<file path="src/rtl/reservation_station_if.sv">
// Dispatch, result-broadcast and issue bundle of the ALU reservation station.
// master = reorder-buffer/dispatch side, slave = reservation station.
interface reservation_station_if #(
    parameter int TAG_W = 3
);
    logic [4:0]       op_in;
    logic [31:0]      value1_in;
    logic [31:0]      value2_in;
    logic [TAG_W-1:0] query1_in;
    logic [TAG_W-1:0] query2_in;
    logic [TAG_W-1:0] target_in;
    logic [31:0]      imm_in;
    logic [TAG_W-1:0] alu_num;
    logic [31:0]      alu_value;
    logic [TAG_W-1:0] mem_num;
    logic [31:0]      mem_value;
    logic             rs_full;
    logic [4:0]       alu_op_out;
    logic [31:0]      alu_a;
    logic [31:0]      alu_b;
    logic [31:0]      alu_imm;
    logic [TAG_W-1:0] alu_tag_out;

    modport master (
        output op_in, value1_in, value2_in, query1_in, query2_in, target_in, imm_in,
        output alu_num, alu_value, mem_num, mem_value,
        input  rs_full, alu_op_out, alu_a, alu_b, alu_imm, alu_tag_out
    );

    modport slave (
        input  op_in, value1_in, value2_in, query1_in, query2_in, target_in, imm_in,
        input  alu_num, alu_value, mem_num, mem_value,
        output rs_full, alu_op_out, alu_a, alu_b, alu_imm, alu_tag_out
    );
endinterface

</file>
<file path="src/rtl/reservation_station.sv">
// ALU reservation station: holds dispatched ops until operands arrive, issues oldest ready one.
// Optional macro RS_WAKEUP_BYPASS_EN lets an entry woken this cycle issue on the same edge.
module reservation_station #(
    parameter int DEPTH = 4,
    parameter int TAG_W = 3,
    parameter int AGE_W = 3
) (
    input logic                  clk,
    input logic                  rst,
    reservation_station_if.slave bus
);
    localparam int IDX_W = $clog2(DEPTH);
    localparam logic [4:0] OP_NONE  = 5'b11111;
    localparam logic [4:0] OP_LS_LO = 5'b10010;
    localparam logic [4:0] OP_LS_HI = 5'b11001;
    localparam logic [AGE_W-1:0] AGE_MAX = '1;

    typedef logic [TAG_W-1:0] tag_t;
    typedef logic [IDX_W-1:0] idx_t;

    typedef struct packed {
        logic             valid;
        logic [4:0]       op;
        logic [31:0]      v1;
        tag_t             q1;
        logic [31:0]      v2;
        tag_t             q2;
        logic [31:0]      imm;
        tag_t             tag;
        logic [AGE_W-1:0] age;
    } entry_t;

    entry_t           entry_q [DEPTH];
    entry_t           entry_d [DEPTH];
    logic [4:0]       aluOp_q;
    logic [31:0]      aluA_q;
    logic [31:0]      aluB_q;
    logic [31:0]      aluImm_q;
    tag_t             aluTag_q;
    logic             rsFull_q;
    logic             rsFull_d;

    logic             eligible;
    logic             winFound;
    idx_t             winIdx;
    logic [AGE_W-1:0] winAge;
    logic [31:0]      issueA;
    logic [31:0]      issueB;
    logic             dispAccept;
    logic             freeFound;
    idx_t             freeIdx;
    logic [IDX_W:0]   occCount;

    function automatic logic tagHit(input tag_t q, input tag_t num);
        return (q != '0) && (q == num);
    endfunction

    // ALU bus wins when both broadcasts carry the awaited tag.
    function automatic logic [31:0] wakeVal(input logic [31:0] v, input tag_t q,
                                            input tag_t aN, input logic [31:0] aV,
                                            input tag_t mN, input logic [31:0] mV);
        if (tagHit(q, aN)) return aV;
        if (tagHit(q, mN)) return mV;
        return v;
    endfunction

    function automatic tag_t wakeQ(input tag_t q, input tag_t aN, input tag_t mN);
        return (tagHit(q, aN) || tagHit(q, mN)) ? '0 : q;
    endfunction

    always_comb begin
        eligible = 1'b0;
        winFound = 1'b0;
        winIdx   = '0;
        winAge   = '0;
        for (int i = 0; i < DEPTH; i++) begin
`ifdef RS_WAKEUP_BYPASS_EN
            eligible = entry_q[i].valid
                     && (wakeQ(entry_q[i].q1, bus.alu_num, bus.mem_num) == '0)
                     && (wakeQ(entry_q[i].q2, bus.alu_num, bus.mem_num) == '0);
`else
            eligible = entry_q[i].valid && (entry_q[i].q1 == '0) && (entry_q[i].q2 == '0);
`endif
            // Strictly greater keeps the lowest index on an age tie.
            if (eligible && (!winFound || entry_q[i].age > winAge)) begin
                winFound = 1'b1;
                winIdx   = idx_t'(i);
                winAge   = entry_q[i].age;
            end
        end
        issueA = wakeVal(entry_q[winIdx].v1, entry_q[winIdx].q1,
                         bus.alu_num, bus.alu_value, bus.mem_num, bus.mem_value);
        issueB = wakeVal(entry_q[winIdx].v2, entry_q[winIdx].q2,
                         bus.alu_num, bus.alu_value, bus.mem_num, bus.mem_value);
    end

    always_comb begin
        dispAccept = (bus.op_in != OP_NONE)
                   && !((bus.op_in >= OP_LS_LO) && (bus.op_in <= OP_LS_HI));
        freeFound = 1'b0;
        freeIdx   = '0;
        // Free slots come from registered state, so a slot issued this edge is not reused yet.
        for (int i = 0; i < DEPTH; i++) begin
            if (!freeFound && !entry_q[i].valid) begin
                freeFound = 1'b1;
                freeIdx   = idx_t'(i);
            end
        end

        for (int i = 0; i < DEPTH; i++) begin
            entry_d[i] = entry_q[i];
            if (entry_q[i].valid) begin
                entry_d[i].v1 = wakeVal(entry_q[i].v1, entry_q[i].q1,
                                        bus.alu_num, bus.alu_value, bus.mem_num, bus.mem_value);
                entry_d[i].q1 = wakeQ(entry_q[i].q1, bus.alu_num, bus.mem_num);
                entry_d[i].v2 = wakeVal(entry_q[i].v2, entry_q[i].q2,
                                        bus.alu_num, bus.alu_value, bus.mem_num, bus.mem_value);
                entry_d[i].q2 = wakeQ(entry_q[i].q2, bus.alu_num, bus.mem_num);
                if (entry_q[i].age != AGE_MAX) begin
                    entry_d[i].age = entry_q[i].age + 1'b1;
                end
            end
        end

        if (winFound) begin
            entry_d[winIdx].valid = 1'b0;
        end

        if (dispAccept && freeFound) begin
            entry_d[freeIdx] = '{
                valid: 1'b1,
                op:    bus.op_in,
                v1:    wakeVal(bus.value1_in, bus.query1_in,
                               bus.alu_num, bus.alu_value, bus.mem_num, bus.mem_value),
                q1:    wakeQ(bus.query1_in, bus.alu_num, bus.mem_num),
                v2:    wakeVal(bus.value2_in, bus.query2_in,
                               bus.alu_num, bus.alu_value, bus.mem_num, bus.mem_value),
                q2:    wakeQ(bus.query2_in, bus.alu_num, bus.mem_num),
                imm:   bus.imm_in,
                tag:   bus.target_in,
                age:   '0
            };
        end

        occCount = '0;
        for (int i = 0; i < DEPTH; i++) begin
            occCount = occCount + (IDX_W+1)'(entry_d[i].valid);
        end
        rsFull_d = (occCount >= (IDX_W+1)'(DEPTH - 1));
    end

    always_ff @(posedge clk or negedge rst) begin
        if (!rst) begin
            for (int i = 0; i < DEPTH; i++) begin
                entry_q[i] <= '0;
            end
            aluOp_q  <= OP_NONE;
            aluA_q   <= '0;
            aluB_q   <= '0;
            aluImm_q <= '0;
            aluTag_q <= '0;
            rsFull_q <= 1'b0;
        end else begin
            for (int i = 0; i < DEPTH; i++) begin
                entry_q[i] <= entry_d[i];
            end
            rsFull_q <= rsFull_d;
            // Data outputs hold through bubbles; only op and tag mark the bubble.
            if (winFound) begin
                aluOp_q  <= entry_q[winIdx].op;
                aluA_q   <= issueA;
                aluB_q   <= issueB;
                aluImm_q <= entry_q[winIdx].imm;
                aluTag_q <= entry_q[winIdx].tag;
            end else begin
                aluOp_q  <= OP_NONE;
                aluTag_q <= '0;
            end
        end
    end

    assign bus.rs_full     = rsFull_q;
    assign bus.alu_op_out  = aluOp_q;
    assign bus.alu_a       = aluA_q;
    assign bus.alu_b       = aluB_q;
    assign bus.alu_imm     = aluImm_q;
    assign bus.alu_tag_out = aluTag_q;
endmodule

</file>
<file path="src/flat_wrapper.sv">
// flat-port wrapper written by rule: the top's interface ports become plain ports
module reservation_station_flat 
#(
    parameter int DEPTH = 4,
    parameter int TAG_W = 3,
    parameter int AGE_W = 3
)
  (clk, rst, bus_op_in, bus_value1_in, bus_value2_in, bus_query1_in, bus_query2_in, bus_target_in, bus_imm_in, bus_alu_num, bus_alu_value, bus_mem_num, bus_mem_value, bus_rs_full, bus_alu_op_out, bus_alu_a, bus_alu_b, bus_alu_imm, bus_alu_tag_out);
  reservation_station_if #(.TAG_W(TAG_W)) bus_i ();
  input logic clk;
  input logic rst;
  input wire logic [$bits(bus_i.op_in)-1:0] bus_op_in;
  input wire logic [$bits(bus_i.value1_in)-1:0] bus_value1_in;
  input wire logic [$bits(bus_i.value2_in)-1:0] bus_value2_in;
  input wire logic [$bits(bus_i.query1_in)-1:0] bus_query1_in;
  input wire logic [$bits(bus_i.query2_in)-1:0] bus_query2_in;
  input wire logic [$bits(bus_i.target_in)-1:0] bus_target_in;
  input wire logic [$bits(bus_i.imm_in)-1:0] bus_imm_in;
  input wire logic [$bits(bus_i.alu_num)-1:0] bus_alu_num;
  input wire logic [$bits(bus_i.alu_value)-1:0] bus_alu_value;
  input wire logic [$bits(bus_i.mem_num)-1:0] bus_mem_num;
  input wire logic [$bits(bus_i.mem_value)-1:0] bus_mem_value;
  output wire logic [$bits(bus_i.rs_full)-1:0] bus_rs_full;
  output wire logic [$bits(bus_i.alu_op_out)-1:0] bus_alu_op_out;
  output wire logic [$bits(bus_i.alu_a)-1:0] bus_alu_a;
  output wire logic [$bits(bus_i.alu_b)-1:0] bus_alu_b;
  output wire logic [$bits(bus_i.alu_imm)-1:0] bus_alu_imm;
  output wire logic [$bits(bus_i.alu_tag_out)-1:0] bus_alu_tag_out;
  assign bus_i.op_in = bus_op_in;
  assign bus_i.value1_in = bus_value1_in;
  assign bus_i.value2_in = bus_value2_in;
  assign bus_i.query1_in = bus_query1_in;
  assign bus_i.query2_in = bus_query2_in;
  assign bus_i.target_in = bus_target_in;
  assign bus_i.imm_in = bus_imm_in;
  assign bus_i.alu_num = bus_alu_num;
  assign bus_i.alu_value = bus_alu_value;
  assign bus_i.mem_num = bus_mem_num;
  assign bus_i.mem_value = bus_mem_value;
  assign bus_rs_full = bus_i.rs_full;
  assign bus_alu_op_out = bus_i.alu_op_out;
  assign bus_alu_a = bus_i.alu_a;
  assign bus_alu_b = bus_i.alu_b;
  assign bus_alu_imm = bus_i.alu_imm;
  assign bus_alu_tag_out = bus_i.alu_tag_out;
  reservation_station #(.DEPTH(DEPTH), .TAG_W(TAG_W), .AGE_W(AGE_W)) u_core (.clk(clk), .rst(rst), .bus(bus_i));
endmodule
</file>
<file path="config.mk">
export PLATFORM = sky130hd
export DESIGN_NAME = reservation_station_flat
export DESIGN_NICKNAME = d
export VERILOG_FILES = /design/src/rtl/reservation_station_if.sv /design/src/rtl/reservation_station.sv /design/src/flat_wrapper.sv
export SDC_FILE = /design/constraint.sdc
export NUM_CORES = 2
export LEC_CHECK = 0
export CAP_MARGIN = 20
export CORE_MARGIN = 5
export CORE_UTILIZATION = 41
export DETAILED_ROUTE_END_ITERATION = 10
export PLACE_DENSITY_LB_ADDON = 0.2
export SYNTH_ARGS = -nofsm -noshare
export SYNTH_HDL_FRONTEND = slang
export SYNTH_SLANG_ARGS = --single-unit
</file>
<file path="constraint.sdc">
create_clock -name clk -period 11.7 [get_ports clk]
set_input_delay 2.34 -clock clk [delete_from_list [all_inputs] [get_ports clk]]
set_output_delay 2.34 -clock clk [all_outputs]
set_load 0.005 [all_outputs]
</file>
==> flow_summary_export.csv <==
group,metric,value,unit
run_status,status,"completed",
critical_path,required,12.19,ns
timing,drv_slew,0,
synth,synthesis.area,0.02993,mm²
clock_tree,cts_root_buf,"clkbuf_16",
detailed_routing,drt-met1-wl,46.35,mm
synth,ys_warn_count,0,
critical_path,start_kind,"flop",
global_route,grt_pass1_vias,27470,
die,die_x,280.2,µm
global_route,antenna_found_initial,6,
detailed_routing,top_layer_used,"met5",
detailed_routing,first_pass_iters,8,
clock_tree,cts_hold_buf,0,
final_layout,layout-drive-gt1-share,10.61,%
detailed_routing,drtAntennaViolNets,0,
detailed_routing,wl_per_cell,27.88,µm
critical_path,endpoint_kind,"flop",
final_layout,fin_nets,3356,
final_layout,final_common_cell,"dfrtp_1",
placed_design,dp_hpwl,64.39,mm
global_route,grt_pass1_wl,174.0,mm
die,start_util,41.16,%
timing,slew_headroom,21.13,%
synth,synth_fp_nets,3312,
min_path,hold_class,"reg -> reg",
clock_tree,cts.sinks,561,
synth,ys.flop_type,"dfrtp_1",
synth,yosysUniqueCellTypes,63,
placed_design,portBuffers,286,
detailed_routing,met3WireLength,11.03,mm
timing,fmax,0.1236,GHz
power,totalPowerFinal,11.76,mW
global_route,overflow,0,
job,cap_violations,0,
die,fp-row-count,99,
timing,fin_ws,3.611,ns
timing,hold_viol_final,0,
detailed_routing,drcViolationCount,0,
clock_tree,cts_buffers,66,
final_layout,fin_util,48.87,%
clock_tree,cts.reportedPaths.clkPinSlew,0.06,ns
timing,finalSetupTns,0,ns
critical_path,crit_fanout,63,
timing,rsz0062_at_grt,"no",
timing,report.final.setup_viol,0,
synth,synth_edf_count,0,
die,io_pins,287,
critical_path,worstSetupPathType,"reg -> reg",
clock_tree,cts_tree,"yes",
placed_design,gp_congestion,0.8586,
timing,worst-slew-pin-transition,1.179,ns
timing,whs,0.4727,ns
synth,ys_seq_area_share,46.93,%
power,p_per_area,331.0,mW/mm²
clock_tree,post-cts-setup-buffers,0,
synth,synth.avg_cell_area,9.614,µm²
critical_path,crit_arrival,8.58,ns
timing,fin_skew,0.03075,ns
power,p_leak,14.72,nW
detailed_routing,drt-total-wl,116.2,mm
die,die_y,280.2,µm
detailed_routing,avgViaCountPerCell,6.536,
detailed_routing,drtIter0Drc,3396,
clock_tree,h-tree-depth,3,
timing,fin_crit,8.089,ns
timing,period_share,69.14,%
clock_tree,ctsResizeCount,0,
final_layout,final_cell_mix,"dfrtp_1 (553), o22ai_1 (385), clkdlybuf4s50_1 (285)",
global_route,grt_start_max_net_pins,182,
die,core,0.07271,mm²
clock_tree,clkLatencyLatePin,0.63,ns
synth,synthArstFlopShare,100.0,%
final_layout,synthToLayoutAreaGrowth,18.73,%
synth,synth-seq-cells,561,
die,die_area,0.07850,mm²
global_route,track_usage,28.45,%
clock_tree,cts_buffer_depth,3,
power,ir_drop,0.0004460,V
placed_design,dp_slack,3.786,ns
detailed_routing,wl_met2,54.27,mm
synth,syn_inst,3113,
detailed_routing,via_count,27230,
==> kinds of logic (layout without fill, tap and decap cells) <==
family          count (synthesis)  in the layout  synth area share (%)
buf+inv                       375            467                 5.025
xor+xnor                       60             60                 1.756
simple gates                  657            657                 10.22
fa+ha+maj                      17             17                0.7358
other cells                     0              2                     0
flops                         561            561                 46.93
compound gates               1189           1189                 26.34
mux                           254            254                 9.001
==> cells in the mapped netlist, types with 3 or more instances <==
cell type / instances / area (µm²)
nor3_1: 8 / 40.04
and3_1: 3 / 18.77
o22a_1: 64 / 560.5
or3_1: 4 / 25.02
a31oi_1: 7 / 43.79
nor4_1: 7 / 43.79
nand3_1: 9 / 45.04
or4_1: 4 / 30.03
a221oi_1: 94 / 823.3
o221ai_1: 64 / 560.5
buf_1: 24 / 90.09
clkbuf_1: 294 / 1104
ha_1: 16 / 200.2
buf_2: 35 / 175.2
nor2b_1: 3 / 18.77
dfrtp_1: 556 / 13910
a22oi_1: 32 / 240.2
nor3b_1: 3 / 22.52
and2_1: 134 / 838.3
o21ai_0: 247 / 1236
a21boi_0: 6 / 45.04
inv_1: 13 / 48.80
o21ai_1: 21 / 105.1
a21oi_1: 106 / 530.5
nor2_1: 154 / 578.1
o2111ai_1: 4 / 35.03
nand4_1: 7 / 43.79
a211oi_1: 66 / 495.5
mux2i_1: 133 / 1331
a221oi_2: 10 / 150.1
xnor2_1: 35 / 306.5
buf_6: 6 / 67.56
o21bai_1: 64 / 480.5
xor2_1: 25 / 219.0
nand3b_1: 18 / 135.1
nand2_1: 286 / 1074
dfstp_2: 5 / 131.4
mux2_2: 121 / 1363
o21a_1: 6 / 45.04
o22ai_1: 385 / 2409
nand2b_1: 7 / 43.79
==> per-stage QoR <==
| step | instance area, µm² | std cells |
|---|---|---|
| 2_1_floorplan | 29930 | 3113 |
| 3_3_place_gp | 33170 | 4044 |
| 3_5_place_dp | 33170 | 4044 |
| 4_1_cts | 35420 | 4160 |
| 5_1_grt | 35530 | 4165 |
| 6_report | 35530 | 4166 |
==> power breakdown <==
group / switching, mW / internal [mW] / leakage [nW]
logic: 3.57 / 2.39 / 6.87
clock network: 0.850 / 1.30 / 1.11
registers: 0.662 / 2.98 / 6.74
total: 5.09 / 6.68 / 14.7
==> state kept, by name (all words and copies together), names as in the netlist <==
signal	cells
u_core.entry_q	456
u_core.bus.alu_a	32
u_core.bus.alu_b	32
u_core.bus.alu_imm	32
u_core.bus.alu_op_out	5
u_core.bus.alu_tag_out	3
u_core.bus.rs_full	1
==> layout make-up <==
cell class	count	area, µm²
clock inverters	17	280.3
multi-input cells	2177	14640
clock buffers	99	1967
well taps	959	1200
diodes	2	5.005
flip-flops and latches	561	14050
fillers	6619	37180
repair buffers	337	3343
inverters	14	52.55
==> metal layers <==
layer | up-vias | track usage [%]
li1 | 11680 | -
met1 | 13610 | 38.11
met2 | 1623 | 45.67
met3 | 310 | 5.974
met4 | 8 | 10.84
met5 | - | 0
==> critical path, cell delays in order (launching register included) <==
cell      delay (ns)
dfrtp_4         0.74
and3_1          0.53
nand2_1         0.13
ha_1            0.30
a211o_1         0.27
a21boi_1        0.62
nor2_1          0.19
or2_2           0.34
and2_1          0.17
ha_1            0.29
nand3_1         0.08
o21ai_0         0.11
o22ai_1         0.52
nand2_1         0.30
a31o_2          0.30
ha_1            0.28
nor2b_1         0.12
o21ai_0         0.12
a21oi_1         0.28
o21a_4          0.87
o21ai_0         0.26
and2_1          0.25
fa_1            0.38
inv_1           0.09
ha_1            0.23
a21o_1          0.15
==> worst paths after layout <==
kind | from | to | slack, ns | cells past startpoint
setup / recovery | u_core.entry_q[455] | u_core.bus.rs_full | 3.61 | 25
hold / removal | u_core.entry_q[363] | u_core.entry_q[363] | 0.47 | 2
setup reg to reg | u_core.entry_q[455] | u_core.bus.rs_full | 3.61 | 25
hold reg to reg | u_core.entry_q[363] | u_core.entry_q[363] | 0.47 | 2
max in group asynchronous | rst | u_core.entry_q[50] | 7.85 | 5
min in group asynchronous | rst | u_core.entry_q[234] | 1.83 | 1
Note: power is estimated with default switching activity, not from simulation.
